## src/rtl/dcache_miss_handler_pkg.sv

```systemverilog
// Shared definitions for the dcache <-> mem_ctrl link: address/data types,
// request encodings and the miss-handler FSM state type.
package dcache_miss_handler_pkg;

    localparam int ADDR_WIDTH                  = 32;
    localparam int BLOCK_DATA_WIDTH            = 64;
    localparam int MAIN_MEM_BLOCK_OFFSET_WIDTH = 3;
    localparam int MAIN_MEM_BLOCK_ADDR_WIDTH   = ADDR_WIDTH - MAIN_MEM_BLOCK_OFFSET_WIDTH;

    typedef logic [ADDR_WIDTH-1:0]                addr_t;
    typedef logic [BLOCK_DATA_WIDTH-1:0]          block_data_t;
    typedef logic [MAIN_MEM_BLOCK_ADDR_WIDTH-1:0] main_mem_block_addr_t;

    typedef enum logic {
        REQ_READ  = 1'b0,
        REQ_WRITE = 1'b1
    } req_type_t;

    typedef enum logic [1:0] {
        WIDTH_BYTE   = 2'd0,
        WIDTH_HALF   = 2'd1,
        WIDTH_WORD   = 2'd2,
        WIDTH_DOUBLE = 2'd3
    } req_width_t;

    typedef enum logic [1:0] {
        IDLE = 2'd0,
        REQ  = 2'd1,
        WAIT = 2'd2,
        FILL = 2'd3
    } dcache_mh_state_t;

    // Block address of a byte address (drops the in-block offset bits).
    function automatic main_mem_block_addr_t block_addr_of(input addr_t addr);
        return addr[ADDR_WIDTH-1:MAIN_MEM_BLOCK_OFFSET_WIDTH];
    endfunction

endpackage

```

## src/rtl/dcache_miss_handler_wait_timer.sv

```systemverilog
// Clearable, saturating up-counter used as the response watchdog.
// expired is high once the count has reached MAX_WAIT-1; the counter then holds.
module wait_timer #(
    parameter int MAX_WAIT = 64
) (
    input  logic clk,
    input  logic srst,
    input  logic clear,
    input  logic enable,
    output logic expired
);

    localparam int                CNT_W = $clog2(MAX_WAIT);
    localparam logic [CNT_W-1:0] LIMIT = CNT_W'(MAX_WAIT - 1);

    logic [CNT_W-1:0] count_reg;
    logic [CNT_W-1:0] count_next;

    assign expired = (count_reg == LIMIT);

    // Next count: clear wins, otherwise count up until the limit and hold there.
    always_comb begin
        count_next = count_reg;
        if (clear) begin
            count_next = '0;
        end else if (enable && !expired) begin
            count_next = count_reg + 1'b1;
        end
    end

    // Count register.
    always_ff @(posedge clk) begin
        if (srst) begin
            count_reg <= '0;
        end else begin
            count_reg <= count_next;
        end
    end

endmodule

```

## src/rtl/dcache_miss_handler.sv

```systemverilog
// Blocking single-outstanding miss/store engine between dcache and mem_ctrl.
// Accepts one miss in IDLE, issues it with valid/ready, waits for the
// (unbackpressured) read response and returns it as a one-cycle fill.
module dcache_miss_handler
    import dcache_miss_handler_pkg::*;
#(
    parameter int VERBOSE  = 0,
    parameter int MAX_WAIT = 64
) (
    input  logic                 clk,
    input  logic                 rst,
    input  logic                 miss_valid,
    output logic                 miss_ready,
    input  req_type_t            miss_type,
    input  addr_t                miss_addr,
    input  req_width_t           miss_width,
    input  block_data_t          miss_wdata,
    output logic                 req_valid,
    input  logic                 req_ready,
    output req_type_t            req_type,
    output main_mem_block_addr_t req_block_addr,
    output block_data_t          req_block_data,
    output req_width_t           req_width,
    output addr_t                req_addr,
    input  logic                 resp_valid,
    input  block_data_t          resp_block_data,
    output logic                 fill_valid,
    output main_mem_block_addr_t fill_block_addr,
    output block_data_t          fill_block_data,
    output logic                 wr_done,
    output logic                 timeout_err,
    output logic                 spurious_resp
);

    dcache_mh_state_t state_reg, state_next;

    req_type_t   cap_type_reg;
    addr_t       cap_addr_reg;
    req_width_t  cap_width_reg;
    block_data_t cap_wdata_reg;
    block_data_t fill_data_reg;
    logic        wr_done_reg;
    logic        timeout_err_reg;
    logic        spurious_reg;

    logic capture_en;
    logic fill_load;
    logic wr_done_next;
    logic timeout_set;
    logic timer_clear;
    logic timer_en;
    logic timer_expired;

    // Trace hooks are simulation-only and are kept out of the synthesizable body.
    if (VERBOSE != 0) begin : g_trace
    end

    // The watchdog only runs while waiting; every other state holds it at zero,
    // so it is already cleared on entry to WAIT.
    wait_timer #(
        .MAX_WAIT(MAX_WAIT)
    ) u_wait_timer (
        .clk    (clk),
        .srst   (rst),
        .clear  (timer_clear),
        .enable (timer_en),
        .expired(timer_expired)
    );

    // Next-state and control decode.
    always_comb begin
        state_next   = state_reg;
        capture_en   = 1'b0;
        fill_load    = 1'b0;
        wr_done_next = 1'b0;
        timeout_set  = 1'b0;
        timer_clear  = 1'b1;
        timer_en     = 1'b0;
        case (state_reg)
            IDLE: begin
                if (miss_valid) begin
                    capture_en = 1'b1;
                    state_next = REQ;
                end
            end
            REQ: begin
                if (req_ready) begin
                    if (cap_type_reg == REQ_WRITE) begin
                        wr_done_next = 1'b1;
                        state_next   = IDLE;
                    end else begin
                        state_next = WAIT;
                    end
                end
            end
            WAIT: begin
                timer_clear = 1'b0;
                if (resp_valid) begin
                    // A response in the last permitted cycle still wins over the timeout.
                    fill_load  = 1'b1;
                    state_next = FILL;
                end else if (timer_expired) begin
                    timeout_set = 1'b1;
                    state_next  = IDLE;
                end else begin
                    timer_en = 1'b1;
                end
            end
            FILL: begin
                state_next = IDLE;
            end
            default: begin
                state_next = IDLE;
            end
        endcase
    end

    // FSM state register.
    always_ff @(posedge clk) begin
        if (rst) begin
            state_reg <= IDLE;
        end else begin
            state_reg <= state_next;
        end
    end

    // Capture registers: loaded only when a miss is accepted in IDLE.
    always_ff @(posedge clk) begin
        if (rst) begin
            cap_type_reg  <= REQ_READ;
            cap_addr_reg  <= '0;
            cap_width_reg <= WIDTH_BYTE;
            cap_wdata_reg <= '0;
        end else if (capture_en) begin
            cap_type_reg  <= miss_type;
            cap_addr_reg  <= miss_addr;
            cap_width_reg <= miss_width;
            cap_wdata_reg <= miss_wdata;
        end
    end

    // Response data register, store-done pulse and sticky error flags.
    always_ff @(posedge clk) begin
        if (rst) begin
            fill_data_reg   <= '0;
            wr_done_reg     <= 1'b0;
            timeout_err_reg <= 1'b0;
            spurious_reg    <= 1'b0;
        end else begin
            wr_done_reg <= wr_done_next;
            if (fill_load) begin
                fill_data_reg <= resp_block_data;
            end
            if (timeout_set) begin
                timeout_err_reg <= 1'b1;
            end
            if (resp_valid && (state_reg != WAIT)) begin
                spurious_reg <= 1'b1;
            end
        end
    end

    assign miss_ready      = (state_reg == IDLE);
    assign req_valid       = (state_reg == REQ);
    assign fill_valid      = (state_reg == FILL);
    assign req_type        = cap_type_reg;
    assign req_addr        = cap_addr_reg;
    assign req_width       = cap_width_reg;
    assign req_block_data  = cap_wdata_reg;
    assign req_block_addr  = block_addr_of(cap_addr_reg);
    assign fill_block_addr = block_addr_of(cap_addr_reg);
    assign fill_block_data = fill_data_reg;
    assign wr_done         = wr_done_reg;
    assign timeout_err     = timeout_err_reg;
    assign spurious_resp   = spurious_reg;

endmodule

```

## config.mk

```make
export PLATFORM = sky130hd
export DESIGN_NAME = dcache_miss_handler
export DESIGN_NICKNAME = d
export VERILOG_FILES = /design/src/rtl/dcache_miss_handler_pkg.sv /design/src/rtl/dcache_miss_handler_wait_timer.sv /design/src/rtl/dcache_miss_handler.sv
export SDC_FILE = /design/constraint.sdc
export NUM_CORES = 1
export LEC_CHECK = 0
export BUFFER_PORTS_ARGS = -buffer_cell sky130_fd_sc_hd__buf_4
export CORE_AREA = 4 4 153 155
export CTS_BUF_LIST = sky130_fd_sc_hd__clkbuf_8
export CTS_CLUSTER_DIAMETER = 30
export DETAILED_ROUTE_END_ITERATION = 6
export DIE_AREA = 0 0 157 159
export GPL_TIMING_DRIVEN = 1
export SYNTH_ARGS = -nofsm -noshare
export SYNTH_HDL_FRONTEND = slang
export SYNTH_SLANG_ARGS = --single-unit
export TNS_END_PERCENT = 1
```

## constraint.sdc

```tcl
create_clock -name clk -period 1.3 [get_ports clk]
set_input_delay 0.065 -clock clk [delete_from_list [all_inputs] [get_ports clk]]
set_output_delay 0.065 -clock clk [all_outputs]
set_load 0.02 [all_outputs]
```

### Word level (Yosys, flattened, before mapping)

Cells that the tools add are included.

* output and inout port bits: 227
* input port bits: 168
* flip-flop bits (word level): 174
* word-level logic and storage cells: 46

* eq/ne operators: 8
* reduce and logical (&&, ||, !) cells: 7
* $add $sub $neg: 1
* bitwise operators: 3
* multiplexer cells: 17

Operators by type and width (number)
* 2-to-1 mux 1 bit: 11
* 2-to-1 mux 2 bit: 5
* one-hot mux 2 bit (4 select lines): 1
* adder 6 x 1 -> 6 bit, second input constant: 1
* == test 6 bit, second input constant: 1
* == test 2 bit, second input constant: 2
* != test 2 bit, second input constant: 2
* != test 3 x 2 -> 1 bit, second input constant: 1
* NOT 1 bit: 3
* AND reduction 3 bit: 1
* OR reduction 3 bit: 1
* == test 2 x 1 -> 1 bit, second input constant: 1
* logical AND 1 bit: 2
* zero test 2 bit: 1
* != test 2 x 1 -> 1 bit, second input constant: 1
* OR reduction 2 bit: 1
* zero test 1 bit: 1

### Logic depth before layout (Yosys ltp)

* depth in word-level cells: 5
* mapped depth: 7

### Hierarchy

A second synthesis with hierarchy kept.

* cells, all modules: 828
* area, all modules: 6558.8 um^2

Modules (own cells, without submodules)
* dcache_miss_handler: sequential area each 3363.2 um^2, area each 6266.0 um^2, times used 1, cells an instance 796
* wait_timer: sequential area each 120.1 um^2, area each 292.8 um^2, times used 1, cells an instance 32

### Worst setup path after synthesis

No wires, ideal clock.

* path type: reg2reg
* start point: register state_reg[1]
* end point: register cap_wdata_reg[53] (netlist: req_block_data[53])
* stages on the path, launching flop included: 7
* data required time: 1168 ps
* period minus slack after synthesis: 1534 ps
* arrival time: 1402 ps
* path buffers: 2
* slack: -234 ps
* path through: dfxtp_1 nor2_1 nand2_1 buf_4 buf_2 nand2_1 a21oi_1

* longest elaborated chain between the ends: 2

RTL lines
* start, declared: RTL line dcache_miss_handler.sv:35 `dcache_mh_state_t state_reg, state_next;`
* start signal, assigned: RTL line dcache_miss_handler.sv:123 `state_reg <= state_next;`
* zero test 2 bit
* named net miss_ready: RTL line dcache_miss_handler.sv:13 `output logic miss_ready,`
* 2-to-1 mux 1 bit: RTL line dcache_miss_handler.sv:79 `case (state_reg)`
* end signal, assigned: RTL line dcache_miss_handler.sv:138 `cap_wdata_reg <= miss_wdata;`
* end, declared: RTL line dcache_miss_handler.sv:40 `block_data_t cap_wdata_reg;`

The timed path passes the listed nets, and every way through them passes these cells.
A chain may end at the register's enable or synchronous reset.

### Worst setup path after layout

* start point: register state_reg[0]
* end point: output port req_valid

* longest elaborated chain between the ends: 1

RTL lines
* == test 2 x 1 -> 1 bit: RTL line dcache_miss_handler.sv:164 `assign req_valid = (state_reg == REQ);`
* end, declared: RTL line dcache_miss_handler.sv:18 `output logic req_valid,`

Every way passes these cells.

==> results.yml <==
outcome:
  status: "complete, but fails checks"
  violations: "setup timing"
synth:
  synthesis.nets: 994
  syn-cell-area_sq_um: 6510
  ys_seq_area_share_pct: 53.51
  synth_cells: 825
  yosysUniqueCellTypes: 28
  yosysMostFrequentCell: "nand2_1"
  synth_top_area_share_pct: 53.51
  synthTopCellsByArea: "dfxtp_1 (54%), nand2_1 (19%), a21oi_1 (13%)"
  synth-edff-count: 0
  yosys-top-cells-count: "nand2_1 (330), dfxtp_1 (174), a21oi_1 (167), buf_4 (61), clkbuf_1 (29)"
  async_reset_ff_share_pct: 0
  yosys_register_bits: 174
  avgSynthCellArea_sq_um: 7.891
  synthFlopType: "dfxtp_1"
  synth_largest_area_cell: "dfxtp_1"
  ys_warn_count: 0
critical_path:
  path_max_fanout: 4
  cp_slowest_cell: "dfxtp_4"
  cp-end-kind: "primary output"
  rr_worst_depth: 5
  startpoint_type: "register"
  worstPathArrival_ns: 1.32
  cpMostUsedCell: "buf_6"
  crit_chain: "buf_6 > nor2b_4 > buf_6 > buf_6"
  critPathKind: "register to primary output"
  worstPathRequired_ns: 1.24
  crit_path_max_incr_delay_ns: 0.39
finish:
  nNetsFinal: 1496
  diodes: 0
  drive_gt1_share_pct: 39.33
  syn2layout_area_growth_pct: 81.74
  fin_area_sq_um: 11830
timing:
  maxSlewViolCount: 0
  period_share_pct: 106.7
  setup_viol: 10
  finalHoldViolCount: 0
  timing.setup.tns_ns: -0.2581
  fin_worst_skew_ns: 0.01500
  fin_crit_ns: 1.387
  slew_headroom_pct: 75.46
  setup_ws_ns: -0.08672
  fmax_mhz: 721.1
  rsz0062_at_grt: "yes"
  holdWs_ns: 0.4050
  worst_pin_slew_ns: 0.3681
routing:
  dr.pass1.iters: 5
  drcViolationCount: 0
  route.vias.total: 7318
  wl_per_cell_microns: 15.31
  via_per_inst: 4.517
  routed.top_layer: "met4"
  wl_met1_microns: 9526
  detailroute.wirelength.met2_microns: 12610
  initialDrtViolationCount: 399
  ant_nets: 0
  drt-total-wl_microns: 24800
  wl_met3_microns: 1730
floorplanning:
  die_h_microns: 159
  die-area_sq_um: 24960
  start_util_pct: 29.83
  io_pins: 395
  core_sq_um: 21820
  fp.dieW_microns: 157
  rows: 54
placement:
  dpl.hpwl_microns: 16480
  numPortBuffers: 394
  dpl_cell_area_sq_um: 9528
  gp_congestion: 0.7998
worst_hold_path:
  holdCritPathClass: "input port to register"
  worst_hold_path.num_cells: 4
power:
  ir_drop_mv: 0.6040
  power_density_nw_per_um2: 1049
  p_leak_nw: 5.197
cts:
  path_clk_slew_ns: 0.11
  cts_buffers: 17
  htree_levels: 4
  cts_sinks: 174
  clock_path_buffers: 2
  cts_tree: "done"
  clkLatencyLatePin_ns: 0.45
  root_buffer: "clkbuf_8"
global_routing:
  grt_pass1_vias: 7202
  antenna_found_initial: 0
  grt_max_degree: 66
  grt_pass1_wl_microns: 37410
  grt_usage_pct: 18.44
  grt_remaining_overflow: 0
run:
  maxCapViolCount: 0
-- worst paths after layout --
kind / startpoint / end / slack (ns)
worst max-delay path: state_reg[0] / req_valid / -0.09
worst min-delay path: miss_wdata[38] / req_block_data[38] / 0.40
worst max register to register: state_reg[0] / u_wait_timer.count_reg[4] / -0.04
worst min register to register: req_block_data[29] / req_block_data[29] / 0.46
-- cells in the final DEF, fill, tap and decap left out, drive strengths merged --
cell,netlist,final
a311oi,1,1
nand2,330,330
dlygate4sd3,0,167
clkbuf,29,18
and4b,2,2
xor2,1,1
inv,2,6
o21ai,1,1
mux2,1,1
nor2,9,9
buf,83,428
ha,1,1
dfxtp,174,174
nand3b,1,1
nor3b,1,1
a31oi,3,3
nand2b,2,2
clkinv,0,8
o21bai,2,2
clkinvlp,0,2
a211oi,1,1
and3,1,1
and2,3,3
a221oi,1,1
nand3,4,4
or2,2,2
nor2b,3,3
a21oi,167,167
-- cell type report --
type                            count  area (sq um)
Clock buffer                       18         247.7
Multi-Input combinational cell    537          2579
Timing Repair Buffer              595          5024
Clock inverter                     14         132.6
Fill cell                        1976          9992
Inverter                            2         7.507
Tap cell                          280         350.3
Sequential cell                   174          3491
-- stage by stage --
stage | power [mW] | std cells | util (%) | setup slack, ns
global route | 13.02 | 1620 | 54.21 | -0.1730
CTS | 12.47 | 1620 | 53.29 | -0.1307
detailed placement | 8.336 | 1420 | 43.66 | -0.04217
global placement | 8.310 | 1420 | 43.66 | -0.04410
finish | 12.41 | 1620 | 54.21 | -0.08672
floorplan | 7.169 | 825 | - | 0.005481
-- power by group --
part | internal (mW) | total (mW) | switching (mW)
registers | 5.60 | 5.79 | 0.189
clock network | 1.45 | 3.67 | 2.22
logic | 1.48 | 2.95 | 1.47
-- cells by family after synthesis --
| group | count (synthesis) | synth area share [%] |
|---|---|---|
| AND/OR/NAND/NOR | 358 | 21.56 |
| AO/OA/AOI/OAI | 176 | 13.82 |
| flip-flops | 174 | 53.51 |
| multiplexers | 1 | 0.1730 |
| buffers and inverters | 114 | 10.61 |
| XOR/XNOR | 1 | 0.1346 |
| adder cells (fa/ha/maj) | 1 | 0.1922 |
-- critical path, delay by kind of cell, from the launching register on --
family	cells	cell delay, ns
buf+inv	3	0.33
flops	1	0.39
simple gates	1	0.16
-- layer usage --
layer | track usage, % | vias up
met5 | 0 | -
met4 | 8.008 | 0
met3 | 4.322 | 59
met2 | 32.86 | 286
met1 | 20.76 | 3374
li1 | - | 3599
-- what timing repair did --
action | in CTS | in global routing
endpoints found under the setup margin | 68 | 156
endpoints found under the hold margin | 171 | 0
hold buffers | 167 | 0
setup buffers | 1 | 0
pin swaps | 0 | 1
gates resized for setup | 12 | 56
(Power assumes the default switching activity.)
